`src/rtl/pipeline_ctrl_pkg.sv`:
```
// pipe_ctrl_pkg: shared types and defaults for the pipeline hazard/stall controller.
//   state_e      : controller FSM states (RUN, MEM_WAIT, TIMEOUT)
//   WAIT_MAX_DEF : default maximum consecutive SRAM wait cycles
//   CNT_W_DEF    : default wait counter width
package pipe_ctrl_pkg;

  typedef enum logic [1:0] {
    RUN      = 2'd0,
    MEM_WAIT = 2'd1,
    TIMEOUT  = 2'd2
  } state_e;

  localparam int WAIT_MAX_DEF = 255;
  localparam int CNT_W_DEF    = 8;

  // Freeze vector bit order: {pc, if_id, id_exe, exe_mem, mem_wb}
  localparam logic [4:0] FRZ_ALL    = 5'b11111;
  localparam logic [4:0] FRZ_HAZARD = 5'b11000;

endpackage

```
`src/rtl/pipeline_ctrl_if.sv`:
```
// pipeline_ctrl_if: handshake/control bundle between the pipeline and its controller.
//   Inputs to controller : hazard, branch_taken, mem_r_en, mem_w_en, sram_ready
//   Outputs              : five freezes, two flushes, timeout_err, stall_cnt, flush_cnt
//   master : pipeline side (drives hazard/branch/mem/sram status)
//   slave  : controller side (drives freezes, flushes, status, counters)
interface pipeline_ctrl_if;
  logic        hazard;
  logic        branch_taken;
  logic        mem_r_en;
  logic        mem_w_en;
  logic        sram_ready;
  logic        pc_freeze;
  logic        if_id_freeze;
  logic        id_exe_freeze;
  logic        exe_mem_freeze;
  logic        mem_wb_freeze;
  logic        if_id_flush;
  logic        id_exe_flush;
  logic        timeout_err;
  logic [31:0] stall_cnt;
  logic [31:0] flush_cnt;

  modport master (
    output hazard, branch_taken, mem_r_en, mem_w_en, sram_ready,
    input  pc_freeze, if_id_freeze, id_exe_freeze, exe_mem_freeze, mem_wb_freeze,
    input  if_id_flush, id_exe_flush, timeout_err, stall_cnt, flush_cnt
  );

  modport slave (
    input  hazard, branch_taken, mem_r_en, mem_w_en, sram_ready,
    output pc_freeze, if_id_freeze, id_exe_freeze, exe_mem_freeze, mem_wb_freeze,
    output if_id_flush, id_exe_flush, timeout_err, stall_cnt, flush_cnt
  );
endinterface

```
`src/rtl/pipeline_ctrl_wait_timer.sv`:
```
// wait_timer: CNT_W-bit clear/increment counter for SRAM wait cycles.
//   clk, rst : clock, synchronous active-low reset
//   clr      : clear to zero (takes priority over inc)
//   inc      : increment; held at terminal count so it can never wrap
//   tc       : count equals WAIT_MAX
module wait_timer #(
  parameter int WAIT_MAX = 255,
  parameter int CNT_W    = 8
) (
  input  logic clk,
  input  logic rst,
  input  logic clr,
  input  logic inc,
  output logic tc
);
  logic [CNT_W-1:0] cnt_q, cnt_d;

  assign tc = (cnt_q == CNT_W'(WAIT_MAX));

  always_comb begin
    cnt_d = cnt_q;
    if (clr)            cnt_d = '0;
    else if (inc && !tc) cnt_d = cnt_q + CNT_W'(1);
  end

  always_ff @(posedge clk) begin
    if (!rst) cnt_q <= '0;
    else      cnt_q <= cnt_d;
  end
endmodule

```
`src/rtl/pipeline_ctrl.sv`:
```
// pipeline_ctrl: 5-stage pipeline stall/flush controller with SRAM wait handling.
//   clk, rst : clock, synchronous active-low reset
//   bus      : pipeline_ctrl_if.slave (hazard/branch/mem/sram in; freezes, flushes,
//              timeout_err, stall_cnt, flush_cnt out)
// Outputs are Mealy (state + current inputs). A branch resolved while the MEM
// stage is waiting is remembered and applied in the cycle the SRAM completes.
// Optional macro PIPE_PERF_CNT_EN enables saturating stall/flush counters;
// without it both counter ports read 0.
module pipeline_ctrl
  import pipe_ctrl_pkg::*;
#(
  parameter int WAIT_MAX = WAIT_MAX_DEF,
  parameter int CNT_W    = CNT_W_DEF
) (
  input  logic            clk,
  input  logic            rst,
  pipeline_ctrl_if.slave  bus
);
  state_e     state_q, state_d;
  logic       pend_q, pend_d;
  logic [4:0] freeze;
  logic       if_id_flush, id_exe_flush;
  logic       tmr_clr, tmr_inc, tmr_tc;
  logic       resolve, br;
  logic       mem_req;

  assign mem_req = bus.mem_r_en | bus.mem_w_en;

  wait_timer #(.WAIT_MAX(WAIT_MAX), .CNT_W(CNT_W)) u_timer (
    .clk (clk),
    .rst (rst),
    .clr (tmr_clr),
    .inc (tmr_inc),
    .tc  (tmr_tc)
  );

  always_comb begin
    state_d      = state_q;
    pend_d       = pend_q;
    freeze       = '0;
    if_id_flush  = 1'b0;
    id_exe_flush = 1'b0;
    tmr_clr      = 1'b0;
    tmr_inc      = 1'b0;
    resolve      = 1'b0;
    br           = bus.branch_taken;
    if (!rst) begin
      if_id_flush  = 1'b1;
      id_exe_flush = 1'b1;
    end else begin
      case (state_q)
        RUN: begin
          if (mem_req && !bus.sram_ready) begin
            freeze  = FRZ_ALL;
            state_d = MEM_WAIT;
            tmr_inc = 1'b1;
            pend_d  = bus.branch_taken;
          end else begin
            resolve = 1'b1;
          end
        end
        MEM_WAIT: begin
          if (!bus.sram_ready) begin
            freeze = FRZ_ALL;
            pend_d = pend_q | bus.branch_taken;
            if (tmr_tc) state_d = TIMEOUT;
            else        tmr_inc = 1'b1;
          end else begin
            resolve = 1'b1;
            br      = bus.branch_taken | pend_q;
            pend_d  = 1'b0;
            state_d = RUN;
            tmr_clr = 1'b1;
          end
        end
        TIMEOUT: freeze = FRZ_ALL;
        default: state_d = RUN;
      endcase
      // Branch outranks hazard: the flushed instructions make the hazard moot.
      if (resolve) begin
        if (br) begin
          if_id_flush  = 1'b1;
          id_exe_flush = 1'b1;
        end else if (bus.hazard) begin
          freeze       = FRZ_HAZARD;
          id_exe_flush = 1'b1;
        end
      end
    end
  end

  always_ff @(posedge clk) begin
    if (!rst) begin
      state_q <= RUN;
      pend_q  <= 1'b0;
    end else begin
      state_q <= state_d;
      pend_q  <= pend_d;
    end
  end

  assign bus.pc_freeze      = freeze[4];
  assign bus.if_id_freeze   = freeze[3];
  assign bus.id_exe_freeze  = freeze[2];
  assign bus.exe_mem_freeze = freeze[1];
  assign bus.mem_wb_freeze  = freeze[0];
  assign bus.if_id_flush    = if_id_flush;
  assign bus.id_exe_flush   = id_exe_flush;
  assign bus.timeout_err    = rst & (state_q == TIMEOUT);

`ifdef PIPE_PERF_CNT_EN
  logic [31:0] stall_cnt_q, stall_cnt_d, flush_cnt_q, flush_cnt_d;

  always_comb begin
    stall_cnt_d = stall_cnt_q;
    flush_cnt_d = flush_cnt_q;
    if ((|freeze) && (stall_cnt_q != '1))          stall_cnt_d = stall_cnt_q + 32'd1;
    if (rst && if_id_flush && (flush_cnt_q != '1)) flush_cnt_d = flush_cnt_q + 32'd1;
  end

  always_ff @(posedge clk) begin
    if (!rst) begin
      stall_cnt_q <= '0;
      flush_cnt_q <= '0;
    end else begin
      stall_cnt_q <= stall_cnt_d;
      flush_cnt_q <= flush_cnt_d;
    end
  end

  assign bus.stall_cnt = stall_cnt_q;
  assign bus.flush_cnt = flush_cnt_q;
`else
  assign bus.stall_cnt = '0;
  assign bus.flush_cnt = '0;
`endif

endmodule

```
`src/flat_wrapper.sv`:
```
// flat-port wrapper written by rule: the top's interface ports become plain ports
module pipeline_ctrl_flat import pipe_ctrl_pkg::*;
#(
  parameter int WAIT_MAX = WAIT_MAX_DEF,
  parameter int CNT_W    = CNT_W_DEF
)
  (clk, rst, bus_hazard, bus_branch_taken, bus_mem_r_en, bus_mem_w_en, bus_sram_ready, bus_pc_freeze, bus_if_id_freeze, bus_id_exe_freeze, bus_exe_mem_freeze, bus_mem_wb_freeze, bus_if_id_flush, bus_id_exe_flush, bus_timeout_err, bus_stall_cnt, bus_flush_cnt);
  pipeline_ctrl_if bus_i ();
  input  logic clk;
  input  logic rst;
  input wire logic [$bits(bus_i.hazard)-1:0] bus_hazard;
  input wire logic [$bits(bus_i.branch_taken)-1:0] bus_branch_taken;
  input wire logic [$bits(bus_i.mem_r_en)-1:0] bus_mem_r_en;
  input wire logic [$bits(bus_i.mem_w_en)-1:0] bus_mem_w_en;
  input wire logic [$bits(bus_i.sram_ready)-1:0] bus_sram_ready;
  output wire logic [$bits(bus_i.pc_freeze)-1:0] bus_pc_freeze;
  output wire logic [$bits(bus_i.if_id_freeze)-1:0] bus_if_id_freeze;
  output wire logic [$bits(bus_i.id_exe_freeze)-1:0] bus_id_exe_freeze;
  output wire logic [$bits(bus_i.exe_mem_freeze)-1:0] bus_exe_mem_freeze;
  output wire logic [$bits(bus_i.mem_wb_freeze)-1:0] bus_mem_wb_freeze;
  output wire logic [$bits(bus_i.if_id_flush)-1:0] bus_if_id_flush;
  output wire logic [$bits(bus_i.id_exe_flush)-1:0] bus_id_exe_flush;
  output wire logic [$bits(bus_i.timeout_err)-1:0] bus_timeout_err;
  output wire logic [$bits(bus_i.stall_cnt)-1:0] bus_stall_cnt;
  output wire logic [$bits(bus_i.flush_cnt)-1:0] bus_flush_cnt;
  assign bus_i.hazard = bus_hazard;
  assign bus_i.branch_taken = bus_branch_taken;
  assign bus_i.mem_r_en = bus_mem_r_en;
  assign bus_i.mem_w_en = bus_mem_w_en;
  assign bus_i.sram_ready = bus_sram_ready;
  assign bus_pc_freeze = bus_i.pc_freeze;
  assign bus_if_id_freeze = bus_i.if_id_freeze;
  assign bus_id_exe_freeze = bus_i.id_exe_freeze;
  assign bus_exe_mem_freeze = bus_i.exe_mem_freeze;
  assign bus_mem_wb_freeze = bus_i.mem_wb_freeze;
  assign bus_if_id_flush = bus_i.if_id_flush;
  assign bus_id_exe_flush = bus_i.id_exe_flush;
  assign bus_timeout_err = bus_i.timeout_err;
  assign bus_stall_cnt = bus_i.stall_cnt;
  assign bus_flush_cnt = bus_i.flush_cnt;
  pipeline_ctrl #(.WAIT_MAX(WAIT_MAX), .CNT_W(CNT_W)) u_core (.clk(clk), .rst(rst), .bus(bus_i));
endmodule
```
`config.mk`:
```
export PLATFORM = sky130hd
export DESIGN_NAME = pipeline_ctrl_flat
export DESIGN_NICKNAME = d
export VERILOG_FILES = /design/src/rtl/pipeline_ctrl_pkg.sv /design/src/rtl/pipeline_ctrl_if.sv /design/src/rtl/pipeline_ctrl_wait_timer.sv /design/src/rtl/pipeline_ctrl.sv /design/src/flat_wrapper.sv
export SDC_FILE = /design/constraint.sdc
export NUM_CORES = 1
export LEC_CHECK = 0
export ABC_AREA = 0
export BUFFER_PORTS_ARGS = -buffer_cell sky130_fd_sc_hd__clkbuf_2
export CORE_MARGIN = 10
export CORE_UTILIZATION = 45
export DETAILED_ROUTE_END_ITERATION = 10
export PLACE_DENSITY = 0.85
export REMOVE_ABC_BUFFERS = 1
export SLEW_MARGIN = 20
export SYNTH_ARGS = -nofsm -noshare
export SYNTH_HDL_FRONTEND = slang
export SYNTH_HIERARCHICAL = 1
export SYNTH_SLANG_ARGS = --single-unit
export TNS_END_PERCENT = 10
```
`constraint.sdc`:
```
create_clock -name clk -period 6 [get_ports clk]
set_input_delay 0.6 -clock clk [delete_from_list [all_inputs] [get_ports clk]]
set_output_delay 0.6 -clock clk [all_outputs]
set_load 0.02 [all_outputs]
```
==> impl_results.md <==
* Worst path slowest cell: or4_1
* Clk_skew at 0.00335 ns
* Fill cells at about 270
* Clock Root Buffer: clkbuf_4
* Worst Path Arrival at approximately 2.4 ns
* CP startpoint: u_core/u_timer/cnt_q[0]$_SDFFE_PP0P_
* Via/cell ratio at ~4.3
* Pwr/cell area at approximately 180 mW/mm2
* Cell family with most CP delay: simple AND/OR/NAND/NOR gates
* Worst setup EP type: flop
* Max Root-Sink Buffers at 2
* Crit Path Category: flop to flop
* Remaining DRCs at 0
* Yosys warnings at 6
* Vias at ~830
* # clock sinks at 11
* Outcome: completed
* TNS Setup at 0 ns
* N_diodes at 0
* Clock slew at reported path FFs at approximately 0.070 ns
* Reg2reg end: u_core/u_timer/cnt_q[6]$_SDFFE_PP0P_
* H-Tree Depth at 1
* Worst vdd ir at roughly 76 uV
* Post-CTS Setup Inserts at 0
* Pin count of the biggest net entering global routing at 13
* Syn_area_per_cell at a little under 8 um2
* Final global-route overflow total at 0
* Crit-path cells: ha_1 > and3_1 > and2_1 > nand2_1 > and3_1 > nand3_1 > or4_1 > and3_1
* Post-Syn Area at 0.00118 mm2
* R2r startpoint: u_core/u_timer/cnt_q[0]$_SDFFE_PP0P_
* Share of cells above drive strength 1 at about an eighth
* Area delta synth->final at -12.0%
* Crit path top cell by count: and3_1
* CP Max Fanout at 6
* Core area at 0.00250 mm2
* Hold WC Path Type: flop to flop
* Routability cong. at a little under 0.9
* Detailed-route wire length at roughly 2400 um
* Overall Power at between 150 and 200 uW
* DIE AREA at 0.00508 mm2
* Die Height at between 70 and 80 um
* R2R depth at 8
* Initial antenna violation count at 0
* Cell variety after synth at 34
* I/O Pins at 79
* NumNets Final at ~170
* CTS tree: built
* Post_cts resized at 0
* Drt wl/cell at ~12 um
* Fin. max-slew vios at 0
* Commonest non-fill, non-tap cell in the layout: conb_1
* Critical Path Sink: u_core/u_timer/cnt_q[6]$_SDFFE_PP0P_
* Clock latency on the worst-skew pair at 0.26 ns
* Input/output buffers at 14
* # setup viols final at 0
* Area of the multi-input gates at ~680 um2
* Register area at between 200 and 250 um2
* Worst path required time at between 6 and 7 ns
* Yosys reg bits at 11
* WP buf/inv at 0
* # hold bufs at CTS at 0
* Detailed placement HPWL at 2060 um
* Remaining antenna violation count at 0
* Crit-path max cell delay at 0.41 ns
* Number of global-route vias before repair at between 800 and 900
* Maxcap violations at 0
* Fmax at about 450 MHz
* Worst setup SP type: flop
* Tcrit/Tclk final at a little under two fifths
* Die width at between 70 and 80 um
* Tmin final at about 2.2 ns
* Most frequent cells in the layout: 64 x conb_1, 14 x clkbuf_2, 11 x dfxtp_1
* All-Layer GR Usage at about 8.4%
* Initial DRC Count at 33
* Starting Density at between 40% and 50%
* First-pass GRT wire length at about 3700 um
* 1st-pass router iterations at 4
* Inserted Clock Buffers at 3
* Number of cells on the critical path at 8
* Row count at 18
* Reg2Reg Setup Slack at roughly 3.8 ns
* P_leak at 0.530 nW
* Final hold viol count at 0
* Share of the yosys chip area belonging to registers at a little under a fifth
* RSZ-0062 raised after global routing: no
* Post-Syn Instances at 150
==> final cells by class <==
cell class                 instances  area share [%]
multi-input combinational        130            64.9
tap                               30            3.61
timing repair buffer              14            6.73
inverter                           3            1.08
clock buffer                       4            2.52
sequential                        11            21.2
==> registers in the layout (all words and copies together), names as in the netlist <==
name	cells
u_core/u_timer/cnt_q	8
u_core/state_q	2
u_core/pend_q	1
==> synthesized netlist by cell type, drive strengths merged <==
master,n,share of area (%)
a31oi,2,1.1
o2111a,1,0.95
a2111o,1,0.95
nor2,2,0.64
buf,69,43
and4b,1,1.2
or4,1,0.64
nand2,8,2.5
and3,5,2.6
o21ai,4,1.7
and2,2,1.1
nand3,2,1.3
a21oi,6,2.5
and2b,2,1.3
inv,3,0.95
and4,2,1.5
a2111oi,1,0.74
conb,1,0.32
mux2i,3,2.5
nor3,7,3.0
nand2b,2,1.1
a311oi,1,0.74
ha,1,1.1
nand4,2,1.1
nor4b,1,1.3
a21boi,1,0.64
dfxtp,11,19
o21bai,3,1.9
o31a,1,0.74
nor2b,3,1.6
o21a,1,0.64
==> layer usage <==
metal | track usage (%) | wire (um) | up-vias
li1 | - | - | 408
met1 | 8.04 | 861 | 379
met2 | 15.1 | 1250 | 41
met3 | 4.13 | 224 | 4
met4 | 3.23 | 22 | 0
met5 | 0 | 0 | -
==> worst min-delay path, cell delays in order, from the launching register on <==
cell and delay, ns:
dfxtp_1 0.34, nand2_1 0.07, mux2i_1 0.05
==> power breakdown <==
part,leakage [nW],total [mW],internal [mW],switching (mW)
Combinational,0.426,0.0598,0.00901,0.0508
Clock,0.0150,0.0495,0.0257,0.0238
Sequential,0.0891,0.0763,0.0745,0.00181
Total,0.530,0.186,0.109,0.0763
==> cells by family (layout without fill, tap and decap cells) <==
logic type	Yosys count	after routing	share of synthesized area, %
AO/OA/AOI/OAI	22	22	12.6
adder cells (fa/ha/maj)	1	1	1.06
multiplexers	3	3	2.54
AND/OR/NAND/NOR	40	40	20.6
other	1	64	0.317
buffers and inverters	72	21	44.2
flip-flops	11	11	18.6
==> worst min path at each step <==
stage / from / end / slack, ns / depth (start not counted)
after global routing: u_core/u_timer/cnt_q[1]$_SDFFE_PP0P_ / u_core/u_timer/cnt_q[1]$_SDFFE_PP0P_ / 0.54 / 2
after CTS: u_core/u_timer/cnt_q[1]$_SDFFE_PP0P_ / u_core/u_timer/cnt_q[1]$_SDFFE_PP0P_ / 0.51 / 2
after detailed placement: u_core/u_timer/cnt_q[1]$_SDFFE_PP0P_ / u_core/u_timer/cnt_q[1]$_SDFFE_PP0P_ / 0.50 / 2
after floorplan: u_core/u_timer/cnt_q[1]$_SDFFE_PP0P_ / u_core/u_timer/cnt_q[1]$_SDFFE_PP0P_ / 0.46 / 2
after global placement: u_core/u_timer/cnt_q[1]$_SDFFE_PP0P_ / u_core/u_timer/cnt_q[1]$_SDFFE_PP0P_ / 0.48 / 2
final: u_core/u_timer/cnt_q[1]$_SDFFE_PP0P_ / u_core/u_timer/cnt_q[1]$_SDFFE_PP0P_ / 0.50 / 2
==> stage by stage <==
| stage | hold slack, ns | area [um2] | setup slack, ns | util (%) | instances |
|---|---|---|---|---|---|
| detailed placement | 0.496 | 1010 | 3.73 | 40.6 | 188 |
| CTS | 0.507 | 1040 | 3.80 | 41.6 | 192 |
| global route | 0.540 | 1040 | 3.55 | 41.6 | 192 |
| floorplan | 0.461 | 907 | 3.99 | - | 144 |
| finish | 0.504 | 1040 | 3.76 | 41.6 | 192 |
| global placement | 0.476 | 1010 | 3.84 | 40.6 | 188 |
Power figures use the tool's default switching activity.
